## config.mk

```make
export PLATFORM = sky130hd
export DESIGN_NAME = set_assoc_cache
export DESIGN_NICKNAME = d
export VERILOG_FILES = /design/src/rtl/set_assoc_cache.sv
export SDC_FILE = /design/constraint.sdc
export NUM_CORES = 2
export LEC_CHECK = 0
export CAP_MARGIN = 10
export CELL_PAD_IN_SITES_DETAIL_PLACEMENT = 1
export CELL_PAD_IN_SITES_GLOBAL_PLACEMENT = 2
export CORE_ASPECT_RATIO = 1.1
export CORE_MARGIN = 2
export CORE_UTILIZATION = 35
export CTS_CLUSTER_DIAMETER = 30
export DETAILED_ROUTE_END_ITERATION = 10
export GPL_TIMING_DRIVEN = 0
export PLACE_DENSITY_LB_ADDON = 0.1
export SETUP_SLACK_MARGIN = 0.2
export SYNTH_ARGS = -nofsm -noshare
export SYNTH_HDL_FRONTEND = slang
export SYNTH_SLANG_ARGS = --single-unit
```

## constraint.sdc

```tcl
create_clock -name clk -period 13 [get_ports clk]
set_input_delay 1.95 -clock clk [delete_from_list [all_inputs] [get_ports clk]]
set_output_delay 1.95 -clock clk [all_outputs]
set_load 0.005 [all_outputs]
```

## src/rtl/set_assoc_cache.sv

```systemverilog
// N-way set-associative, write-back, write-allocate cache with true-LRU replacement in front of
// an external word-addressed memory. Define CACHE_FLUSH_EN to add the flush/flush_done whole-cache flush.
module set_assoc_cache #(
  parameter int ADDR_WIDTH  = 16,
  parameter int DATA_WIDTH  = 16,
  parameter int NUM_SETS    = 16,
  parameter int NUM_WAYS    = 2,
  parameter int BLOCK_WORDS = 4
) (
  input  logic                  clk,
  input  logic                  reset,
  input  logic                  req_valid,
  output logic                  req_ready,
  input  logic                  req_write,
  input  logic [ADDR_WIDTH-1:0] req_addr,
  input  logic [DATA_WIDTH-1:0] req_wdata,
  output logic                  resp_valid,
  output logic [DATA_WIDTH-1:0] resp_rdata,
  output logic                  resp_hit,
  output logic                  mem_valid,
  output logic                  mem_write,
  output logic [ADDR_WIDTH-1:0] mem_addr,
  output logic [DATA_WIDTH-1:0] mem_wdata,
  input  logic                  mem_ready,
  input  logic [DATA_WIDTH-1:0] mem_rdata,
  output logic [31:0]           hit_count,
  output logic [31:0]           miss_count,
  output logic [31:0]           req_count,
  output logic [31:0]           wb_count
`ifdef CACHE_FLUSH_EN
  ,
  input  logic                  flush,
  output logic                  flush_done
`endif
);

  localparam int OFF_W = $clog2(BLOCK_WORDS);
  localparam int IDX_W = $clog2(NUM_SETS);
  localparam int TAG_W = ADDR_WIDTH - IDX_W - OFF_W;
  localparam int WAY_W = (NUM_WAYS > 1) ? $clog2(NUM_WAYS) : 1;
  localparam logic [OFF_W-1:0] LAST_BEAT = OFF_W'(BLOCK_WORDS - 1);
  localparam logic [WAY_W-1:0] LAST_WAY  = WAY_W'(NUM_WAYS - 1);

  typedef enum logic [2:0] {
    S_IDLE, S_LOOKUP, S_WRITEBACK, S_REFILL, S_RESPOND, S_FLUSH
  } state_t;

  state_t                  state_q;
  logic                    wr_q;
  logic [TAG_W-1:0]        rtag_q;
  logic [OFF_W-1:0]        roff_q;
  logic [DATA_WIDTH-1:0]   wdata_q;
  logic [IDX_W-1:0]        set_q;
  logic [WAY_W-1:0]        way_q;
  logic [OFF_W-1:0]        beat_q;
  logic [NUM_WAYS-1:0]     valid_q [NUM_SETS];
  logic [NUM_WAYS-1:0]     dirty_q [NUM_SETS];
  logic [WAY_W-1:0]        age_q   [NUM_SETS][NUM_WAYS];
  logic [TAG_W-1:0]        tag_q   [NUM_SETS][NUM_WAYS];
  logic [DATA_WIDTH-1:0]   data_q  [NUM_SETS][NUM_WAYS][BLOCK_WORDS];
  logic                    resp_valid_q, resp_hit_q;
  logic [DATA_WIDTH-1:0]   resp_rdata_q;
  logic                    mem_valid_q, mem_write_q;
  logic [ADDR_WIDTH-1:0]   mem_addr_q;
  logic [DATA_WIDTH-1:0]   mem_wdata_q;
  logic [31:0]             hit_count_q, miss_count_q, req_count_q, wb_count_q;
`ifdef CACHE_FLUSH_EN
  logic                    flushing_q, flush_done_q;
`endif

  logic                    hit_any, victim_found, last_beat;
  logic [WAY_W-1:0]        hit_way, victim_way, acc_way;
  logic                    fill_we, fill_done, acc_we, touch;
  logic [DATA_WIDTH-1:0]   fill_word, wb_next;

  // Tag compare and victim choice for the latched set
  always_comb begin
    hit_any      = 1'b0;
    hit_way      = '0;
    victim_found = 1'b0;
    victim_way   = '0;
    for (int w = 0; w < NUM_WAYS; w++) begin
      if (valid_q[set_q][w] && (tag_q[set_q][w] == rtag_q)) begin
        hit_any = 1'b1;
        hit_way = WAY_W'(w);
      end
      if (!victim_found && !valid_q[set_q][w]) begin
        victim_found = 1'b1;
        victim_way   = WAY_W'(w);
      end
    end
    if (!victim_found) begin
      for (int w = 0; w < NUM_WAYS; w++) begin
        if (age_q[set_q][w] == LAST_WAY) victim_way = WAY_W'(w);
      end
    end
  end

  always_comb begin
    last_beat = (beat_q == LAST_BEAT);
    fill_we   = (state_q == S_REFILL) && mem_valid_q && mem_ready;
    fill_done = fill_we && last_beat;
    touch     = ((state_q == S_LOOKUP) && hit_any) || fill_done;
    acc_way   = (state_q == S_LOOKUP) ? hit_way : way_q;
    acc_we    = wr_q && touch;
    // The requested word may be the one arriving on this final beat
    fill_word = (roff_q == beat_q) ? mem_rdata : data_q[set_q][way_q][roff_q];
    wb_next   = data_q[set_q][way_q][beat_q + OFF_W'(1)];
  end

  // Line storage is not reset; the write-data store follows the refill so it wins on overlap
  always_ff @(posedge clk) begin
    if (fill_we)   data_q[set_q][way_q][beat_q] <= mem_rdata;
    if (acc_we)    data_q[set_q][acc_way][roff_q] <= wdata_q;
    if (fill_done) tag_q[set_q][way_q] <= rtag_q;
  end

  always_ff @(posedge clk or posedge reset) begin
    if (reset) begin
      state_q      <= S_IDLE;
      wr_q         <= 1'b0;
      rtag_q       <= '0;
      roff_q       <= '0;
      wdata_q      <= '0;
      set_q        <= '0;
      way_q        <= '0;
      beat_q       <= '0;
      for (int s = 0; s < NUM_SETS; s++) begin
        valid_q[s] <= '0;
        dirty_q[s] <= '0;
        for (int w = 0; w < NUM_WAYS; w++) age_q[s][w] <= WAY_W'(w);
      end
      resp_valid_q <= 1'b0;
      resp_hit_q   <= 1'b0;
      resp_rdata_q <= '0;
      mem_valid_q  <= 1'b0;
      mem_write_q  <= 1'b0;
      mem_addr_q   <= '0;
      mem_wdata_q  <= '0;
      hit_count_q  <= '0;
      miss_count_q <= '0;
      req_count_q  <= '0;
      wb_count_q   <= '0;
`ifdef CACHE_FLUSH_EN
      flushing_q   <= 1'b0;
      flush_done_q <= 1'b0;
`endif
    end else begin
      resp_valid_q <= 1'b0;
`ifdef CACHE_FLUSH_EN
      flush_done_q <= 1'b0;
`endif
      if ((NUM_WAYS > 1) && touch) begin
        for (int w = 0; w < NUM_WAYS; w++) begin
          if (WAY_W'(w) == acc_way) age_q[set_q][w] <= '0;
          else if (age_q[set_q][w] < age_q[set_q][acc_way]) age_q[set_q][w] <= age_q[set_q][w] + WAY_W'(1);
        end
      end
      case (state_q)
        S_IDLE: begin
`ifdef CACHE_FLUSH_EN
          if (flush) begin
            flushing_q <= 1'b1;
            set_q      <= '0;
            way_q      <= '0;
            state_q    <= S_FLUSH;
          end else
`endif
          if (req_valid) begin
            wr_q        <= req_write;
            rtag_q      <= req_addr[ADDR_WIDTH-1 -: TAG_W];
            set_q       <= req_addr[OFF_W +: IDX_W];
            roff_q      <= req_addr[OFF_W-1:0];
            wdata_q     <= req_wdata;
            req_count_q <= req_count_q + 32'd1;
            state_q     <= S_LOOKUP;
          end
        end
        S_LOOKUP: begin
          if (hit_any) begin
            hit_count_q  <= hit_count_q + 32'd1;
            resp_hit_q   <= 1'b1;
            resp_rdata_q <= wr_q ? wdata_q : data_q[set_q][hit_way][roff_q];
            resp_valid_q <= 1'b1;
            if (wr_q) dirty_q[set_q][hit_way] <= 1'b1;
            state_q      <= S_RESPOND;
          end else begin
            miss_count_q <= miss_count_q + 32'd1;
            way_q        <= victim_way;
            beat_q       <= '0;
            mem_valid_q  <= 1'b1;
            if (valid_q[set_q][victim_way] && dirty_q[set_q][victim_way]) begin
              mem_write_q <= 1'b1;
              mem_addr_q  <= {tag_q[set_q][victim_way], set_q, OFF_W'(0)};
              mem_wdata_q <= data_q[set_q][victim_way][0];
              state_q     <= S_WRITEBACK;
            end else begin
              mem_write_q <= 1'b0;
              mem_addr_q  <= {rtag_q, set_q, OFF_W'(0)};
              state_q     <= S_REFILL;
            end
          end
        end
        S_WRITEBACK: begin
          if (mem_ready) begin
            if (!last_beat) begin
              beat_q      <= beat_q + OFF_W'(1);
              mem_addr_q  <= mem_addr_q + ADDR_WIDTH'(1);
              mem_wdata_q <= wb_next;
            end else begin
              wb_count_q  <= wb_count_q + 32'd1;
              beat_q      <= '0;
              mem_write_q <= 1'b0;
`ifdef CACHE_FLUSH_EN
              if (flushing_q) begin
                mem_valid_q             <= 1'b0;
                dirty_q[set_q][way_q]   <= 1'b0;
                state_q                 <= S_FLUSH;
              end else
`endif
              begin
                mem_addr_q <= {rtag_q, set_q, OFF_W'(0)};
                state_q    <= S_REFILL;
              end
            end
          end
        end
        S_REFILL: begin
          if (mem_ready) begin
            if (!last_beat) begin
              beat_q     <= beat_q + OFF_W'(1);
              mem_addr_q <= mem_addr_q + ADDR_WIDTH'(1);
            end else begin
              mem_valid_q           <= 1'b0;
              valid_q[set_q][way_q] <= 1'b1;
              dirty_q[set_q][way_q] <= wr_q;
              resp_hit_q            <= 1'b0;
              resp_rdata_q          <= wr_q ? wdata_q : fill_word;
              resp_valid_q          <= 1'b1;
              state_q               <= S_RESPOND;
            end
          end
        end
        S_RESPOND: state_q <= S_IDLE;
`ifdef CACHE_FLUSH_EN
        // Visit one line per cycle; dirty lines detour through WRITEBACK and come back clean
        S_FLUSH: begin
          if (valid_q[set_q][way_q] && dirty_q[set_q][way_q]) begin
            beat_q      <= '0;
            mem_valid_q <= 1'b1;
            mem_write_q <= 1'b1;
            mem_addr_q  <= {tag_q[set_q][way_q], set_q, OFF_W'(0)};
            mem_wdata_q <= data_q[set_q][way_q][0];
            state_q     <= S_WRITEBACK;
          end else if (way_q != LAST_WAY) begin
            way_q <= way_q + WAY_W'(1);
          end else begin
            way_q <= '0;
            if (set_q != IDX_W'(NUM_SETS - 1)) begin
              set_q <= set_q + IDX_W'(1);
            end else begin
              for (int s = 0; s < NUM_SETS; s++) begin
                valid_q[s] <= '0;
                dirty_q[s] <= '0;
              end
              flushing_q   <= 1'b0;
              flush_done_q <= 1'b1;
              state_q      <= S_IDLE;
            end
          end
        end
`endif
        default: state_q <= S_IDLE;
      endcase
    end
  end

`ifdef CACHE_FLUSH_EN
  assign req_ready  = (state_q == S_IDLE) && !flush;
  assign flush_done = flush_done_q;
`else
  assign req_ready  = (state_q == S_IDLE);
`endif
  assign resp_valid = resp_valid_q;
  assign resp_rdata = resp_rdata_q;
  assign resp_hit   = resp_hit_q;
  assign mem_valid  = mem_valid_q;
  assign mem_write  = mem_write_q;
  assign mem_addr   = mem_addr_q;
  assign mem_wdata  = mem_wdata_q;
  assign hit_count  = hit_count_q;
  assign miss_count = miss_count_q;
  assign req_count  = req_count_q;
  assign wb_count   = wb_count_q;

endmodule

```

==> summary.md <==
| Metric | Value |
|---|---|
| Run status | `finished, violations left` |
| Violations in the final reports | `max-slew violations` |
| Port Buffer Count | `~230` |
| Area growth from synthesis to layout | `28.6%` |
| Met1 usage in global routing | `0.369` |
| Total setup violations reported at the end of the flow | `0` |
| Fraction of post-synthesis cell area in the top cell type by area | `0.634` |
| Total number of vias | `68.3k` |
| Leading area contributor after synthesis | `sky130_fd_sc_hd__edfxtp_1` |
| Rel. slew slack | `-0.00982` |
| Clk sink count | `between 2k and 3k` |
| Number of global-route vias before repair | `~70k` |
| Total routed wirelength | `about 470000 µm` |
| Placed wire-length estimate | `341000 µm` |
| Count of hold-fix buffers inserted at cts | `0` |
| Floorplan Core Area | `between 300000 and 400000 µm²` |
| Max Freq | `0.124 GHz` |
| Internal power summed over all cells | `around 24 mW` |
| Average footprint of a synthesized cell | `around 18 µm²` |
| Slew at the pin with the worst max-slew slack | `1510 ps` |
| Pin count of the biggest net entering global routing | `roughly 110` |
| Number of maximum-capacitance constraint violations | `0` |
| Die X | `around 540 µm` |
| Max H-tree Level | `6` |
| Share of synthesized area occupied by flip-flops and latches | `0.704` |
| Clock buffer count from CTS | `585` |
| Clock group share of total power | `0.389` |
| Critical Path Source Type | `register` |
| Reg power frac | `0.272` |
| Area of the mapped netlist | `roughly 110000 µm²` |
| Deepest clock path buffer count | `4` |
| HP Class | `reg -> reg` |
| Clock insertion delay at the later pin of the skew report | `about 1000 ps` |
| Switching share of power | `0.373` |
| Post-route minimum period | `8060 ps` |
| WL per Instance | `between 30 and 40 µm` |
| Post-route clock period utilization | `0.620` |
| Fraction of registers with async set/reset | `0.117` |
| Top flip-flop cell by instance count after synthesis | `sky130_fd_sc_hd__edfxtp_1` |
| Net count, final | `7215` |
| Crit Path Class | `reg -> reg` |
| Via count normalized by instance count | `about 5.7` |
| Synthesized net count | `6178` |
| Total gr overflow | `0` |
| First-pass GRT wire length | `626000 µm` |
| Logic gate share of total power | `0.340` |
| Number of enable flip-flop cells after synthesis | `about 2.4k` |
| Area after DPL | `124000 µm²` |
| Met2 routing resource usage after global routing | `0.464` |
| Most area-consuming cells after synthesis | `sky130_fd_sc_hd__edfxtp_1 63%, sky130_fd_sc_hd__mux4_2 13%, sky130_fd_sc_hd__dfrtp_1 6.7%` |
| Final design area excluding fillers | `about 140000 µm²` |
| Clock-pin transition on the worst setup and hold timing paths | `roughly 50 ps` |
| Worst endpoint required time | `roughly 14000 ps` |
| Worst Hold Slack | `about 450 ps` |
| Worst clock skew | `54.9 ps` |
| Chip Height | `roughly 600 µm` |
| CP Max Fanout | `13` |
| Drt first pass iters | `5` |
| Count of yosys warnings during synthesis | `0` |
| DRC violation total after the first TritonRoute iteration | `between 7k and 8k` |
| Number of routed nets with antenna violations | `0` |
| Data arrival time of the critical path | `between 8000 and 9000 ps` |
| Die Outline Area | `325000 µm²` |
| Initial core utilization | `0.351` |
| Overall global routing resource usage | `0.286` |
| Hold violation total from the final report | `0` |
| Share of layout cells above drive strength 1 | `0.324` |
| I/O pins | `234` |
| Busiest layer in global routing | `met2` |
| Most used standard cells in the synthesized netlist | `2368 x sky130_fd_sc_hd__edfxtp_1, 667 x sky130_fd_sc_hd__mux4_2, 337 x sky130_fd_sc_hd__nor2_1` |
| Root buffer cell | `sky130_fd_sc_hd__clkbuf_16` |
| Unrepaired setup endpoints after global routing | `no` |
| Post-synthesis cell count | `~6k` |
| Peak supply drop | `~0.15 mV` |
| Number of standard-cell rows in the floorplan | `218` |
| Met3 GRT Util | `0.0500` |
| RD Place Congestion | `between 0.9 and 1` |
| Most common cell in the netlist | `sky130_fd_sc_hd__edfxtp_1` |
| Max Slew Vio Count | `7` |
| CTS tree | `yes` |
| Net switching power | `roughly 14 mW` |
| Post-CTS Resized | `0` |
| Cell Pwr Density | `between 200 and 300 nW/µm²` |
| #FFs+latches synth | `roughly 2.7k` |
| Antenna violations before repair | `56` |
| Category of the worst setup path capture point | `register` |
| Buffers inserted during post-CTS setup optimization | `0` |
| Number of library cell types mapped by synthesis | `slightly below 80` |
| Static leakage | `a little under 50 nW` |
| Post-route DRC violation count | `0` |
[power groups by stage]
stage | logic [mW] | clock network (mW) | registers [mW]
finish | 13.0 | 14.9 | 10.4
global route | 13.1 | 15.4 | 10.4
CTS | 12.8 | 15.0 | 10.4
detailed placement | 12.7 | 0 | 10.6
global placement | 12.2 | 0 | 10.7
floorplan | 6.36 | 0 | 10.2
[kinds of logic (layout without fill, tap and decap cells)]
group	count (synthesis)	after routing	synth area share
flops	2683	2683	0.704
xor+xnor	155	155	0.0121
compound gates	601	601	0.0365
mux	1257	1257	0.190
other cells	0	58	0
simple gates	939	939	0.0380
buf+inv	472	1987	0.0184
fa+ha+maj	9	9	0.00100
[area by class of cell]
cell class	instances	area, µm²
Antenna cell	58	145
Buffer	373	1740
Clock buffer	694	15400
Clock inverter	371	4480
Fill cell	30100	175000
Inverter	99	379
Multi-Input combinational cell	2961	31500
Sequential cell	2683	79000
Tap cell	4290	5370
Timing Repair Buffer	450	6160
[flip-flops by register name, indices dropped and copies added, names as in the netlist, 2 cells and up]
register    cells
dirty_q        32
wdata_q        16
rtag_q         10
beat_q          2
state_q         3
resp_rdata     16
req_count      32
age_q          32
wb_count       32
valid_q        32
mem_addr       16
miss_count     32
tag_q         320
data_q       2048
mem_wdata      16
hit_count      32
set_q           4
roff_q          2
[cells in the final DEF (no fill, tap or decap), types with 199 or more instances in the layout]
cell / count
sky130_fd_sc_hd__mux4_2: 667
sky130_fd_sc_hd__clkbuf_16: 594
sky130_fd_sc_hd__clkbuf_1: 214
sky130_fd_sc_hd__clkdlybuf4s50_1: 216
sky130_fd_sc_hd__dfrtp_1: 293
sky130_fd_sc_hd__nor2_1: 199
sky130_fd_sc_hd__nand2_1: 273
sky130_fd_sc_hd__mux2i_1: 313
sky130_fd_sc_hd__mux2_2: 264
sky130_fd_sc_hd__edfxtp_1: 2368
[routing by layer]
layer / routed length, µm / up-vias
met4: 26400 / 8
met3: 30700 / 821
li1: - / 27100
met1: 186000 / 37200
met5: 50 / -
met2: 225000 / 3124
[critical path: stages (launching register included)]
cell                       delay, ps
sky130_fd_sc_hd__dfrtp_1         330
sky130_fd_sc_hd__buf_2           260
sky130_fd_sc_hd__buf_4           340
sky130_fd_sc_hd__buf_2           580
sky130_fd_sc_hd__buf_2           620
sky130_fd_sc_hd__clkbuf_1        980
sky130_fd_sc_hd__buf_2           880
sky130_fd_sc_hd__buf_2           520
sky130_fd_sc_hd__mux4_2          550
sky130_fd_sc_hd__mux2i_1         640
sky130_fd_sc_hd__o22ai_1         190
sky130_fd_sc_hd__a21oi_1        1030
sky130_fd_sc_hd__a221oi_1        240
sky130_fd_sc_hd__nor2_1          130
sky130_fd_sc_hd__o311ai_0        290
sky130_fd_sc_hd__a22o_1          290
[path summary, 6_finish.rpt]
kind | startpoint | to | slack (ps) | depth (start not counted)
max | set_q[0]$_DFFE_PP0P_ | resp_rdata[9]$_DFFE_PP0P_ | 4940 | 15
min | valid_q[26]$_DFFE_PP0P_ | valid_q[26]$_DFFE_PP0P_ | 450 | 1
max reg2reg | set_q[0]$_DFFE_PP0P_ | resp_rdata[9]$_DFFE_PP0P_ | 4940 | 15
min reg2reg | valid_q[26]$_DFFE_PP0P_ | valid_q[26]$_DFFE_PP0P_ | 450 | 1
max in group asynchronous | reset | wdata_q[6]$_DFFE_PP0P_ | 10150 | 4
min in group asynchronous | reset | wb_count[4]$_DFFE_PP0P_ | 1360 | 2
[stage by stage]
stage | TNS (ps) | utilization | instances | worst slack (ps) | power [mW]
floorplan | 0 | - | 6116 | 2360 | 16.6
CTS | 0 | 0.450 | 11900 | 4990 | 38.2
global route | 0 | 0.451 | 11900 | 4970 | 39.0
finish | 0 | 0.451 | 12000 | 4940 | 38.3
global placement | -1008720 | 0.375 | 10600 | -3480 | 22.9
detailed placement | 0 | 0.388 | 10800 | 4990 | 23.3
Note: power is estimated with default switching activity, not from simulation.
